==> config.mk <==
export PLATFORM = sky130hd
export DESIGN_NAME = perf_counter_unit
export DESIGN_NICKNAME = d
export VERILOG_FILES = /design/src/rtl/perf_counter_unit_pkg.sv /design/src/rtl/perf_counter_unit_event_counter.sv /design/src/rtl/perf_counter_unit.sv
export SDC_FILE = /design/constraint.sdc
export NUM_CORES = 1
export LEC_CHECK = 0
export ABC_AREA = 1
export CAP_MARGIN = 20
export CORE_MARGIN = 10
export CORE_UTILIZATION = 45
export DETAILED_ROUTE_END_ITERATION = 8
export GPL_TIMING_DRIVEN = 0
export PLACE_DENSITY = 0.82
export SLEW_MARGIN = 10
export SYNTH_ARGS = -nofsm -noshare
export SYNTH_HDL_FRONTEND = slang
export SYNTH_SLANG_ARGS = --single-unit
==> constraint.sdc <==
create_clock -name clk -period 3.25 [get_ports clk]
set_input_delay 0.325 -clock clk [delete_from_list [all_inputs] [get_ports clk]]
set_output_delay 0.325 -clock clk [all_outputs]
set_load 0.02 [all_outputs]
==> src/rtl/perf_counter_unit_pkg.sv <==
// rtl/perf_counter_unit_pkg.sv - shared types, saturation constant and clear decode for the perf counters
package perf_counter_unit_pkg;

   localparam int unsigned LC3B_WORD_W = 16;
   localparam int unsigned NUM_CTRS    = 7;

   typedef logic [LC3B_WORD_W-1:0] lc3b_word;

   localparam lc3b_word CTR_SAT = 16'hFFFF;

   typedef enum logic [2:0] {
      CTR_BUBBLE = 3'd0,
      CTR_L1I_RD = 3'd1,
      CTR_L1I_WR = 3'd2,
      CTR_L1D_RD = 3'd3,
      CTR_L1D_WR = 3'd4,
      CTR_L2_RD  = 3'd5,
      CTR_L2_WR  = 3'd6,
      CTR_ALL    = 3'd7
   } lc3b_ctr_sel;

   // One strobe per counter; bit position equals the lc3b_ctr_sel encoding.
   function automatic logic [NUM_CTRS-1:0] ctr_clr_decode(input logic        clr_take,
                                                          input lc3b_ctr_sel sel);
      logic [NUM_CTRS-1:0] strobes;
      strobes = '0;
      if (clr_take) begin
         if (sel == CTR_ALL) begin
            strobes = '1;
         end else begin
            strobes[sel] = 1'b1;
         end
      end
      return strobes;
   endfunction

endpackage

==> src/rtl/perf_counter_unit_event_counter.sv <==
// rtl/perf_counter_unit_event_counter.sv - saturating event counter, level or rising-edge qualified
module event_counter
   import perf_counter_unit_pkg::*;
#(
   parameter int unsigned width     = 16,
   parameter bit          edge_mode = 1'b0
) (
   input  logic             clk,
   input  logic             reset,
   input  logic             en,
   input  logic             ev,
   input  logic             clr,
   output logic [width-1:0] count
);

   localparam logic [width-1:0] sat_value = width'(CTR_SAT);

   logic prev;
   logic hit;
   logic inc;

   // prev follows the input even while frozen, so an edge seen with en=0 is consumed.
   assign hit = edge_mode ? (ev & ~prev) : ev;
   assign inc = hit & en & (count != sat_value);

   always_ff @(posedge clk or posedge reset) begin
      if (reset) begin
         count <= '0;
         prev  <= 1'b0;
      end else begin
         prev <= ev;
         if (clr) begin
            count <= '0;
         end else if (inc) begin
            count <= count + width'(1);
         end
      end
   end

endmodule

==> src/rtl/perf_counter_unit.sv <==
// rtl/perf_counter_unit.sv - seven saturating performance counters read back by the execute stage
module perf_counter_unit
   import perf_counter_unit_pkg::*;
#(
   parameter int unsigned width = 16
) (
   input  logic             clk,
   input  logic             reset,
   input  logic             count_en,
   input  logic             bubble_in,
   input  logic             l1i_rd_miss_in,
   input  logic             l1i_wr_miss_in,
   input  logic             l1d_rd_miss_in,
   input  logic             l1d_wr_miss_in,
   input  logic             l2_rd_miss_in,
   input  logic             l2_wr_miss_in,
   input  logic             clr_valid,
   input  logic [2:0]       clr_sel,
   input  logic             stall,
   output logic [width-1:0] bubble_count,
   output logic [width-1:0] l1i_read_miss,
   output logic [width-1:0] l1i_write_miss,
   output logic [width-1:0] l1d_read_miss,
   output logic [width-1:0] l1d_write_miss,
   output logic [width-1:0] l2_read_miss,
   output logic [width-1:0] l2_write_miss
);

   logic                clr_take;
   logic [NUM_CTRS-1:0] clr;

   assign clr_take = clr_valid & ~stall;
   assign clr      = ctr_clr_decode(clr_take, lc3b_ctr_sel'(clr_sel));

   event_counter #(.width(width), .edge_mode(1'b0)) u_bubble (
      .clk   (clk),
      .reset (reset),
      .en    (count_en),
      .ev    (bubble_in),
      .clr   (clr[CTR_BUBBLE]),
      .count (bubble_count)
   );

   event_counter #(.width(width), .edge_mode(1'b1)) u_l1i_rd (
      .clk   (clk),
      .reset (reset),
      .en    (count_en),
      .ev    (l1i_rd_miss_in),
      .clr   (clr[CTR_L1I_RD]),
      .count (l1i_read_miss)
   );

   event_counter #(.width(width), .edge_mode(1'b1)) u_l1i_wr (
      .clk   (clk),
      .reset (reset),
      .en    (count_en),
      .ev    (l1i_wr_miss_in),
      .clr   (clr[CTR_L1I_WR]),
      .count (l1i_write_miss)
   );

   event_counter #(.width(width), .edge_mode(1'b1)) u_l1d_rd (
      .clk   (clk),
      .reset (reset),
      .en    (count_en),
      .ev    (l1d_rd_miss_in),
      .clr   (clr[CTR_L1D_RD]),
      .count (l1d_read_miss)
   );

   event_counter #(.width(width), .edge_mode(1'b1)) u_l1d_wr (
      .clk   (clk),
      .reset (reset),
      .en    (count_en),
      .ev    (l1d_wr_miss_in),
      .clr   (clr[CTR_L1D_WR]),
      .count (l1d_write_miss)
   );

   event_counter #(.width(width), .edge_mode(1'b1)) u_l2_rd (
      .clk   (clk),
      .reset (reset),
      .en    (count_en),
      .ev    (l2_rd_miss_in),
      .clr   (clr[CTR_L2_RD]),
      .count (l2_read_miss)
   );

   event_counter #(.width(width), .edge_mode(1'b1)) u_l2_wr (
      .clk   (clk),
      .reset (reset),
      .en    (count_en),
      .ev    (l2_wr_miss_in),
      .clr   (clr[CTR_L2_WR]),
      .count (l2_write_miss)
   );

endmodule
== Word level (Yosys, flattened, before mapping) ==
Cells that the tools add are included.

* Muxes and demuxes: 18
* Magnitude comparators: 2
* Reduce and logical (&&, ||, !) cells: 8
* Add/subtract/negate cells: 7
* Equal/unequal tests: 8
* Bitwise logic cells: 28

{| class="wikitable"
|+ Operators by type and width
! operator !! count
|-
| $mux W16 || 14
|-
| $add A16 B1 Y16 const B || 7
|-
| $ne A16 B16 Y1 const B || 7
|-
| $and A1 B1 Y1 || 21
|-
| $mux W7 || 2
|-
| $reduce_bool A2 Y1 || 7
|-
| $not A1 Y1 || 7
|-
| $lt A3 B4 Y1 const B || 1
|-
| $demux W1 S3 || 1
|-
| $eq A3 B3 Y1 const B || 1
|-
| $ge A3 B1 Y1 const B || 1
|-
| $logic_and A1 B1 Y1 || 1
|-
| $mux W1 || 1
|}

* Flip-flop bits (word level): 118
* Input bits: 15
* Output and inout port bits: 112

== Logic depth before layout (Yosys ltp) ==
Gate-level depths: netlist of the first run.

* Word-level depth: 7
* Gate-level depth with buffers: 10
* Gate-level depth less buffers: 10

== Hierarchy ==
Synthesis of the first run repeated with hierarchy kept, for this count alone.

* Cells, all modules: 1047
* Area total of the unflattened synthesis: 7523.5 um2

{| class="wikitable"
|+ By module, submodules not included
! module !! sequential area each (um2) !! cells an instance !! area each (um2) !! times used
|-
| event_counter at u_l1d_rd ... || 425.4 || 143 || 1052.3 || 6
|-
| event_counter at u_bubble || 400.4 || 169 || 1112.3 || 1
|-
| perf_counter_unit || 0.0 || 20 || 97.6 || 1
|}

== Worst setup path before layout of the first run ==
No wires, ideal clock.

* Kind: reg2reg
* Start point: register u_l2_rd.count[0]
* End point: register u_l2_rd.count[3]
* Path slack: 1.563 ns
* Arrival time: 1.621 ns
* Stages on the path, launching flop included: 11
* Buffers on the path: 1
* Path through: dfrtp_1 > ha_1 > nand2_1 > nor2_1 > nand2_2 > nor2_4 > nor2_2 > nor2_4 > buf_6 > nand2_1 > nand2_1

* Longest elaborated chain between the ends: 3
* Elaborated cells between the ends (all ways): 6
* Those cells by class: add/sub: 1; eq/ne: 1; mux: 2; bitwise: 1; reduce/logical: 1

{| class="wikitable"
|+ RTL lines
! element !! line !! source
|-
| start, declared || perf_counter_unit_event_counter.sv:13 || <nowiki>output logic [width-1:0] count</nowiki>
|-
| start signal, assigned || perf_counter_unit_event_counter.sv:35 || <nowiki>count <= count + width'(1);</nowiki>
|-
| $add A16 B1 Y16 / $ne A16 B16 Y1 (equally long branches) || perf_counter_unit_event_counter.sv:35, perf_counter_unit_event_counter.sv:24 ||
|-
| $mux W16 / $and A1 B1 Y1 (equally long branches) || perf_counter_unit_event_counter.sv:34, perf_counter_unit_event_counter.sv:24 ||
|-
| $mux W16 / $reduce_bool A2 Y1 (equally long branches) || -- ||
|}

Parallel ways exist; a longest one is shown, timed or not. The select of a mux whose other input is x is not followed.
A chain may end at the register's enable or synchronous reset.

== Worst setup path after layout of the first run ==
* Start point: register u_l1d_wr.count[0]
* End point: register u_l1d_wr.count[2]

* Longest elaborated chain between the ends: 3
* Elaborated cells between the ends (all ways): 6
* Those cells by class: add/sub: 1; eq/ne: 1; mux: 2; bitwise: 1; reduce/logical: 1

{| class="wikitable"
|+ RTL lines
! element !! line
|-
| start, declared || perf_counter_unit_event_counter.sv:13
|-
| start signal, assigned || perf_counter_unit_event_counter.sv:35
|-
| $add A16 B1 Y16 / $ne A16 B16 Y1 (equally long branches) || perf_counter_unit_event_counter.sv:35, perf_counter_unit_event_counter.sv:24
|-
| $mux W16 / $and A1 B1 Y1 (equally long branches) || perf_counter_unit_event_counter.sv:34, perf_counter_unit_event_counter.sv:24
|-
| $mux W16 / $reduce_bool A2 Y1 (equally long branches) || --
|}

Parallel ways exist; a longest one is shown, timed or not. The select of a mux whose other input is x is not followed.

==> summary.md, run 1 <==
| Metric | Value |
|---|---|
| Initial antenna violation count | `0` |
| GRT overflow | `0` |
| Die ar. | `0.0220 mm^2` |
| Commonest cells in the synthesized netlist | `nand2_1, nor2_1, dfrtp_1` |
| Area share of the largest cell type after synthesis | `39.9%` |
| Beginning of the critical path | `u_l1d_wr.count[0]` |
| Most frequent cell after synthesis | `nand2_1` |
| Total power | `4.63 mW` |
| Final worst-path cycle share | `between 50% and 60%` |
| Final setup vio count | `0` |
| Number of H-tree levels | `4` |
| Routed wire length | `19400 um` |
| Met1 GRT Util | `between 20% and 30%` |
| Post-synthesis mux area share | `0%` |
| Synthesized instance count | `1105` |
| Seq cells post-synth | `between 100 and 150` |
| Maximum VDD drop | `0.351 mV` |
| Die span in y | `148 um` |
| Worst-Margin Slew | `0.622 ns` |
| Antenna-violating nets left | `0` |
| Clock sink count | `118` |
| Core Rows | `46` |
| Total clock buffers created by CTS | `17` |
| DRC viols | `0` |
| CTS tree | `done` |
| Post-Synth XOR/XNOR Area | `5.09%` |
| Die Span X | `148 um` |
| Top_reg_cell synth | `dfrtp_1` |
| Slew headroom | `roughly three fifths` |
| CTS Root Buffer Type | `clkbuf_16` |
| Post-synth ARST share | `100%` |
| Synthesized area | `0.00740 mm^2` |
| Crit Path Class | `reg -> reg` |
| Simple-gate portion of the synthesized area | `44.4%` |
| Final-report max-slew violation count | `0` |
| Vias per cell | `approximately 5.0` |
| GR peak layer | `met2` |
| Max_cap viols | `0` |
| Bufs on Longest Clock Path | `2` |
| Met2 Usage GRT | `30.0%` |
| Synth warn | `0` |
| Worst-path maximum fanout | `10` |
| Power Density | `480 mW/mm^2` |
| Clk_lat worst skew | `roughly 0.42 ns` |
| CP Capture Point | `u_l1d_wr.count[2]` |
| Tmin final | `1.91 ns` |
| Adder-cell share of the synthesized area | `1.18%` |
| # diodes | `0` |
| Compound-Gate Fraction of Synth Area | `2.88%` |
| Gpl congestion | `0.917` |
| Cells taking the most area after synthesis | `dfrtp_1, nand2_1, nor2_1` |
| DRT iter0 DRCs | `348` |
| Clock skew | `about 0.008 ns` |
| R2r setup slk | `1.34 ns` |
| Setup tns final | `0 ns` |
| Avg Cell Area, Syn | `6.70 um^2` |
| R2R Path Start | `u_l1d_wr.count[0]` |
| Crit path arrival time | `2.20 ns` |
| Post-DP Area | `0.00899 mm^2` |
| Startpoint Class | `flop` |
| # hold bufs at CTS | `0` |
| Sequential share of the synthesized area | `roughly 40%` |
| Initial core utilization | `46.2%` |
| Hold slack | `0.298 ns` |
| Finished Cell Area | `between 0.009 and 0.01 mm^2` |
| Layout cells sized above 1 | `around 5.6%` |
| Critical R2R Capture | `u_l1d_wr.count[2]` |
| Achievable Freq | `0.525 GHz` |
| Vias in the first global route | `6987` |
| Main combinational cell family by area after synthesis | `simple AND/OR/NAND/NOR gates` |
| Leak | `4.73 nW` |
| Largest area contributor in the netlist | `dfrtp_1` |
| Largest net degree at the start of global routing | `38` |
| Final hold vios | `0` |
| DP HPWL | `14300 um` |
| Setup bufs post-CTS | `0` |
| RSZ-0062 raised after global routing | `no` |
| R2R cell count | `10` |
| First drt pass iteration count | `5` |
| I/O pin cnt | `between 100 and 150` |
| Total Routing Usage GR | `18.0%` |
| Library cells used by synthesis | `25` |
| Post_cts resized | `0` |
| Crit end category | `flop` |
| Area delta synth->final | `30.5%` |
| Port-buffer cells | `approximately 130` |
| Required time of the critical path | `approximately 3.6 ns` |
| First-pass GRT wire length | `about 33000 um` |
| Clock transition at path regs | `0.05 ns` |
| Status | `finished clean` |
| Net Count, Synth | `1127` |
| EDFF count, synth | `0` |
| Routed WL per cell | `approximately 13 um` |
| Vias | `7429` |
| Final net count | `1275` |
| Worst hold path class | `in -> async` |
| Core Footprint | `0.0160 mm^2` |
| Met3 usage | `5.22%` |
==> registers in the layout, indices dropped and copies added, names as in the netlist <==
register / flops
u_l1i_wr.count: 16
u_l1i_wr.prev: 1
u_l2_wr.prev: 1
u_l1d_rd.prev: 1
u_l2_rd.prev: 1
u_l2_wr.count: 16
u_l1d_rd.count: 16
u_l1d_wr.count: 16
u_l1i_rd.count: 16
u_l2_rd.count: 16
u_l1i_rd.prev: 1
u_l1d_wr.prev: 1
u_bubble.count: 16
==> through the flow <==
step           setup WS, ns  std cells  utilization, %
2_1_floorplan          1.48       1105               -
3_3_place_gp          0.271       1447            55.8
3_5_place_dp          0.930       1450            56.2
4_1_cts                1.33       1482            60.3
5_1_grt                1.18       1482            60.3
6_report               1.34       1482            60.3
==> critical path: stages (launching register included) <==
cell and delay, ns:
dfrtp_1 0.42, ha_1 0.25, nand2_1 0.09, nor2_1 0.04, nand2_1 0.15, nor2_1 0.09, nor2_2 0.38, nor2_2 0.07
buf_4 0.19, nand2_1 0.06, nand2_1 0.05
==> area by class of cell <==
class                      instances  area [um^2]
sequential                       118         2950
multi-input combinational        868         3960
timing repair buffer             129         1320
fill                            1485         6350
tap                              216          270
clock inverter                     8          168
inverter                         111          420
clock buffer                      24          492
buffer                             8         66.3
==> cells by family after synthesis <==
kind of cell,Yosys count
AND/OR/NAND/NOR,780
buffers and inverters,119
flip-flops,118
XOR/XNOR,43
AO/OA/AOI/OAI,38
adder cells (fa/ha/maj),7
==> where the power goes <==
group | total [mW] | internal, mW | switching [mW]
logic | 0.774 | 0.344 | 0.429
registers | 1.76 | 1.59 | 0.174
clock network | 2.10 | 1.44 | 0.660
==> layout by cell type, fill, tap and decap left out, types with 7 or more instances in the layout <==
cell / n
nor2_1: 127
nand2_1: 495
ha_1: 7
nand4_1: 37
xor2_1: 32
o21bai_1: 9
nand3_1: 80
nor2_4: 8
clkdlybuf4s50_1: 126
o21ai_0: 23
inv_1: 110
nor2_2: 15
clkbuf_16: 17
xnor2_1: 11
dfrtp_1: 118
==> layer usage <==
layer / up-vias / routed length (um)
li1: 3759 / -
met1: 3432 / 8300
met2: 212 / 9420
met3: 26 / 1330
met4: 0 / 313
met5: - / 0
==> how the worst min path moves through the flow <==
stage | startpoint | end | slack, ns | cells past startpoint
final | reset | u_l1i_rd.count[11] | 0.30 | 2
after global routing | reset | u_l1i_rd.count[11] | 0.32 | 2
after CTS | reset | u_l1i_rd.count[10] | 0.30 | 2
after detailed placement | u_l2_rd.count[1] | u_l2_rd.count[1] | 0.52 | 2
after global placement | u_l2_rd.count[1] | u_l2_rd.count[1] | 0.52 | 2
after floorplan | l1d_rd_miss_in | u_l1d_rd.prev | 0.36 | 0
No activity file was read; power rests on OpenSTA's default activity.
==> run 2: changes to the inputs <==
--- a/config.mk
+++ b/config.mk
@@ -11,7 +11,7 @@
 export CORE_UTILIZATION = 45
 export DETAILED_ROUTE_END_ITERATION = 8
 export GPL_TIMING_DRIVEN = 0
-export PLACE_DENSITY = 0.82
+export PLACE_DENSITY = 0.8
 export SLEW_MARGIN = 10
 export SYNTH_ARGS = -nofsm -noshare
 export SYNTH_HDL_FRONTEND = slang
==> constraint.sdc (replaced) <==
create_clock -name clk -period 1.9 [get_ports clk]
set_input_delay 0.19 -clock clk [delete_from_list [all_inputs] [get_ports clk]]
set_output_delay 0.19 -clock clk [all_outputs]
set_load 0.02 [all_outputs]
==> run 2 against run 1 <==
Effect of this change: die area unchanged; via count up 0.17%; clock skew up 0.0013 ns; count of clock-buffer cells in the layout down 2; design area up 0.25%; hold slack worse by 0.083 ns; final cell count up 0.47%; combinational power up 77%; global-route usage up 0.078 points; register-to-register slack worse by 1.2 ns; sequential share of layout area down 0.075 points; critical path type is now reg -> out; highest routed layer unchanged.
==> summary.md, run 2 (synthesis gave the netlist of run 1 again) <==
| Metric | Value |
|---|---|
| Routed WL per cell | `13.3 um` |
| Startpoint Class | `flop` |
| GRT overflow | `0` |
| Cell chain of the critical path | `clkdlybuf4s50_1` |
| # hold bufs at CTS | `0` |
| Finished Cell Area | `0.00968 mm^2` |
| Final net count | `1282` |
| Setup tns final | `0 ns` |
| Most frequent cells in the layout | `nand2_1, clkdlybuf4s50_1, nor2_1` |
| Post-DP Area | `between 0.008 and 0.009 mm^2` |
| Tmin final | `1.77 ns` |
| Achievable Freq | `0.565 GHz` |
| Maximum VDD drop | `0.600 mV` |
| DRC viols | `0` |
| Final core utilization | `60.5%` |
| CTS Root Buffer Type | `clkbuf_16` |
| Die ar. | `0.0220 mm^2` |
| Layout cells sized above 1 | `6.76%` |
| Commonest non-fill, non-tap cell in the layout | `nand2_1` |
| Slew headroom | `between 50 and 60%` |
| Largest net degree at the start of global routing | `37` |
| Port-buffer cells | `between 100 and 150` |
| Die Span X | `around 150 um` |
| Routed wire length | `about 20000 um` |
| DP HPWL | `14700 um` |
| DRT iter0 DRCs | `348` |
| Crit path arrival time | `1.58 ns` |
| Required time of the critical path | `roughly 1.7 ns` |
| Crit end category | `primary output` |
| Initial core utilization | `a little under half` |
| Core Rows | `46` |
| Clock transition at path regs | `0.05 ns` |
| Power Density | `775 mW/mm^2` |
| Crit Path Class | `reg -> out` |
| Final setup vio count | `0` |
| First-pass GRT wire length | `33100 um` |
| Gpl congestion | `0.910` |
| First drt pass iteration count | `5` |
| Final worst-path cycle share | `slightly above 90%` |
| Status | `finished clean` |
| Vias in the first global route | `7010` |
| Critical Path Max Stage Delay | `around 0.68 ns` |
| CTS tree | `done` |
| Final hold vios | `0` |
| Number of H-tree levels | `4` |
| CP bufs+invs | `1` |
| Worst-Margin Slew | `between 0.6 and 0.7 ns` |
| Vias | `7442` |
| Total clock buffers created by CTS | `17` |
| Core Footprint | `0.0160 mm^2` |
| Clk_lat worst skew | `roughly 0.4 ns` |
| Slowest CP cell | `clkdlybuf4s50_1` |
| Total power | `7.50 mW` |
| Leak | `4.74 nW` |
| I/O pin cnt | `roughly 130` |
| Max_cap viols | `0` |
| Area delta synth->final | `30.8%` |
| Worst-path maximum fanout | `8` |
| Final-report max-slew violation count | `0` |
| Antenna-violating nets left | `0` |
| Bufs on Longest Clock Path | `2` |
| Clock sink count | `118` |
| Total Routing Usage GR | `18.1%` |
| Fill count | `1484` |
| Die span in y | `approximately 150 um` |
| Largest delay share family, worst path | `buffers and inverters` |
| Vias per cell | `5.00` |
| Worst hold path class | `in -> async` |
| Initial antenna violation count | `0` |
| Hold slack | `0.215 ns` |
| Clock skew | `0.00919 ns` |
| # diodes | `0` |
[run 2: changes by cell type in the layout (fill, tap and decap cells not counted), sizes merged]
cell	change
clkinv	+5
clkbuf	-3
bufinv	-3
buf	+8
[run 2: path summary, 6_finish.rpt]
| check | slack, ns | cells after the start | end | start |
|---|---|---|---|---|
| worst max-delay path | 0.13 | 1 | l2_write_miss[8] | u_l2_wr.count[8] |
| worst min-delay path | 0.22 | 2 | u_l1i_rd.count[10] | reset |
| worst max register to register | 0.13 | 10 | u_l2_rd.count[3] | u_l2_rd.count[0] |
| worst min register to register | 0.53 | 2 | u_l2_rd.count[1] | u_l2_rd.count[1] |
| max in group asynchronous | 0.89 | 4 | u_l2_wr.prev | reset |
| min in group clk | 0.25 | 1 | u_l1i_wr.prev | l1i_wr_miss_in |
[run 2: power breakdown]
group / total, mW / switching, mW / internal, mW
Combinational: 1.37 / 0.755 / 0.610
Clock: 3.12 / 1.10 / 2.02
Sequential: 3.02 / 0.303 / 2.71
Total: 7.50 / 2.16 / 5.34
[run 2: layer usage]
metal	up-vias	wire length, um	track usage (%)
li1	3765	-	-
met1	3458	8660	21.4
met4	0	144	5.25
met2	199	9980	31.2
met3	20	1060	5.04
met5	-	0	0
[run 2: through the flow]
step                setup slack [ns]  cells
detailed placement            -0.300   1450
global placement              -0.953   1447
global route                -0.00557   1489
CTS                           0.0323   1482
floorplan                      0.213   1105
finish                         0.129   1489
[run 2: worst reg2reg max path, delay by kind of cell (launching register included)]
family                     cells  cell delay [ns]
and+or+nand+nor                8             0.83
DFF                            1             0.41
adders and majority gates      1             0.25
buffers and inverters          1             0.16
[run 2: repair_timing]
| action | CTS | global route |
|---|---|---|
| pin swaps | 0 | 3 |
| setup buffers | 0 | 7 |
| resized for setup | 1 | 13 |
| endpoints found under the setup margin | 5 | 77 |
[run 2: layout make-up]
| class | count | area, um^2 | share of cell area (%) |
|---|---|---|---|
| plain buffers | 8 | 67.6 | 0.698 |
| clock buffers | 22 | 474 | 4.90 |
| clock inverters | 10 | 103 | 1.06 |
| inverters | 111 | 420 | 4.34 |
| multi-input cells | 868 | 4000 | 41.4 |
| flip-flops and latches | 118 | 2950 | 30.5 |
| well taps | 216 | 270 | 2.79 |
| repair buffers | 136 | 1390 | 14.3 |
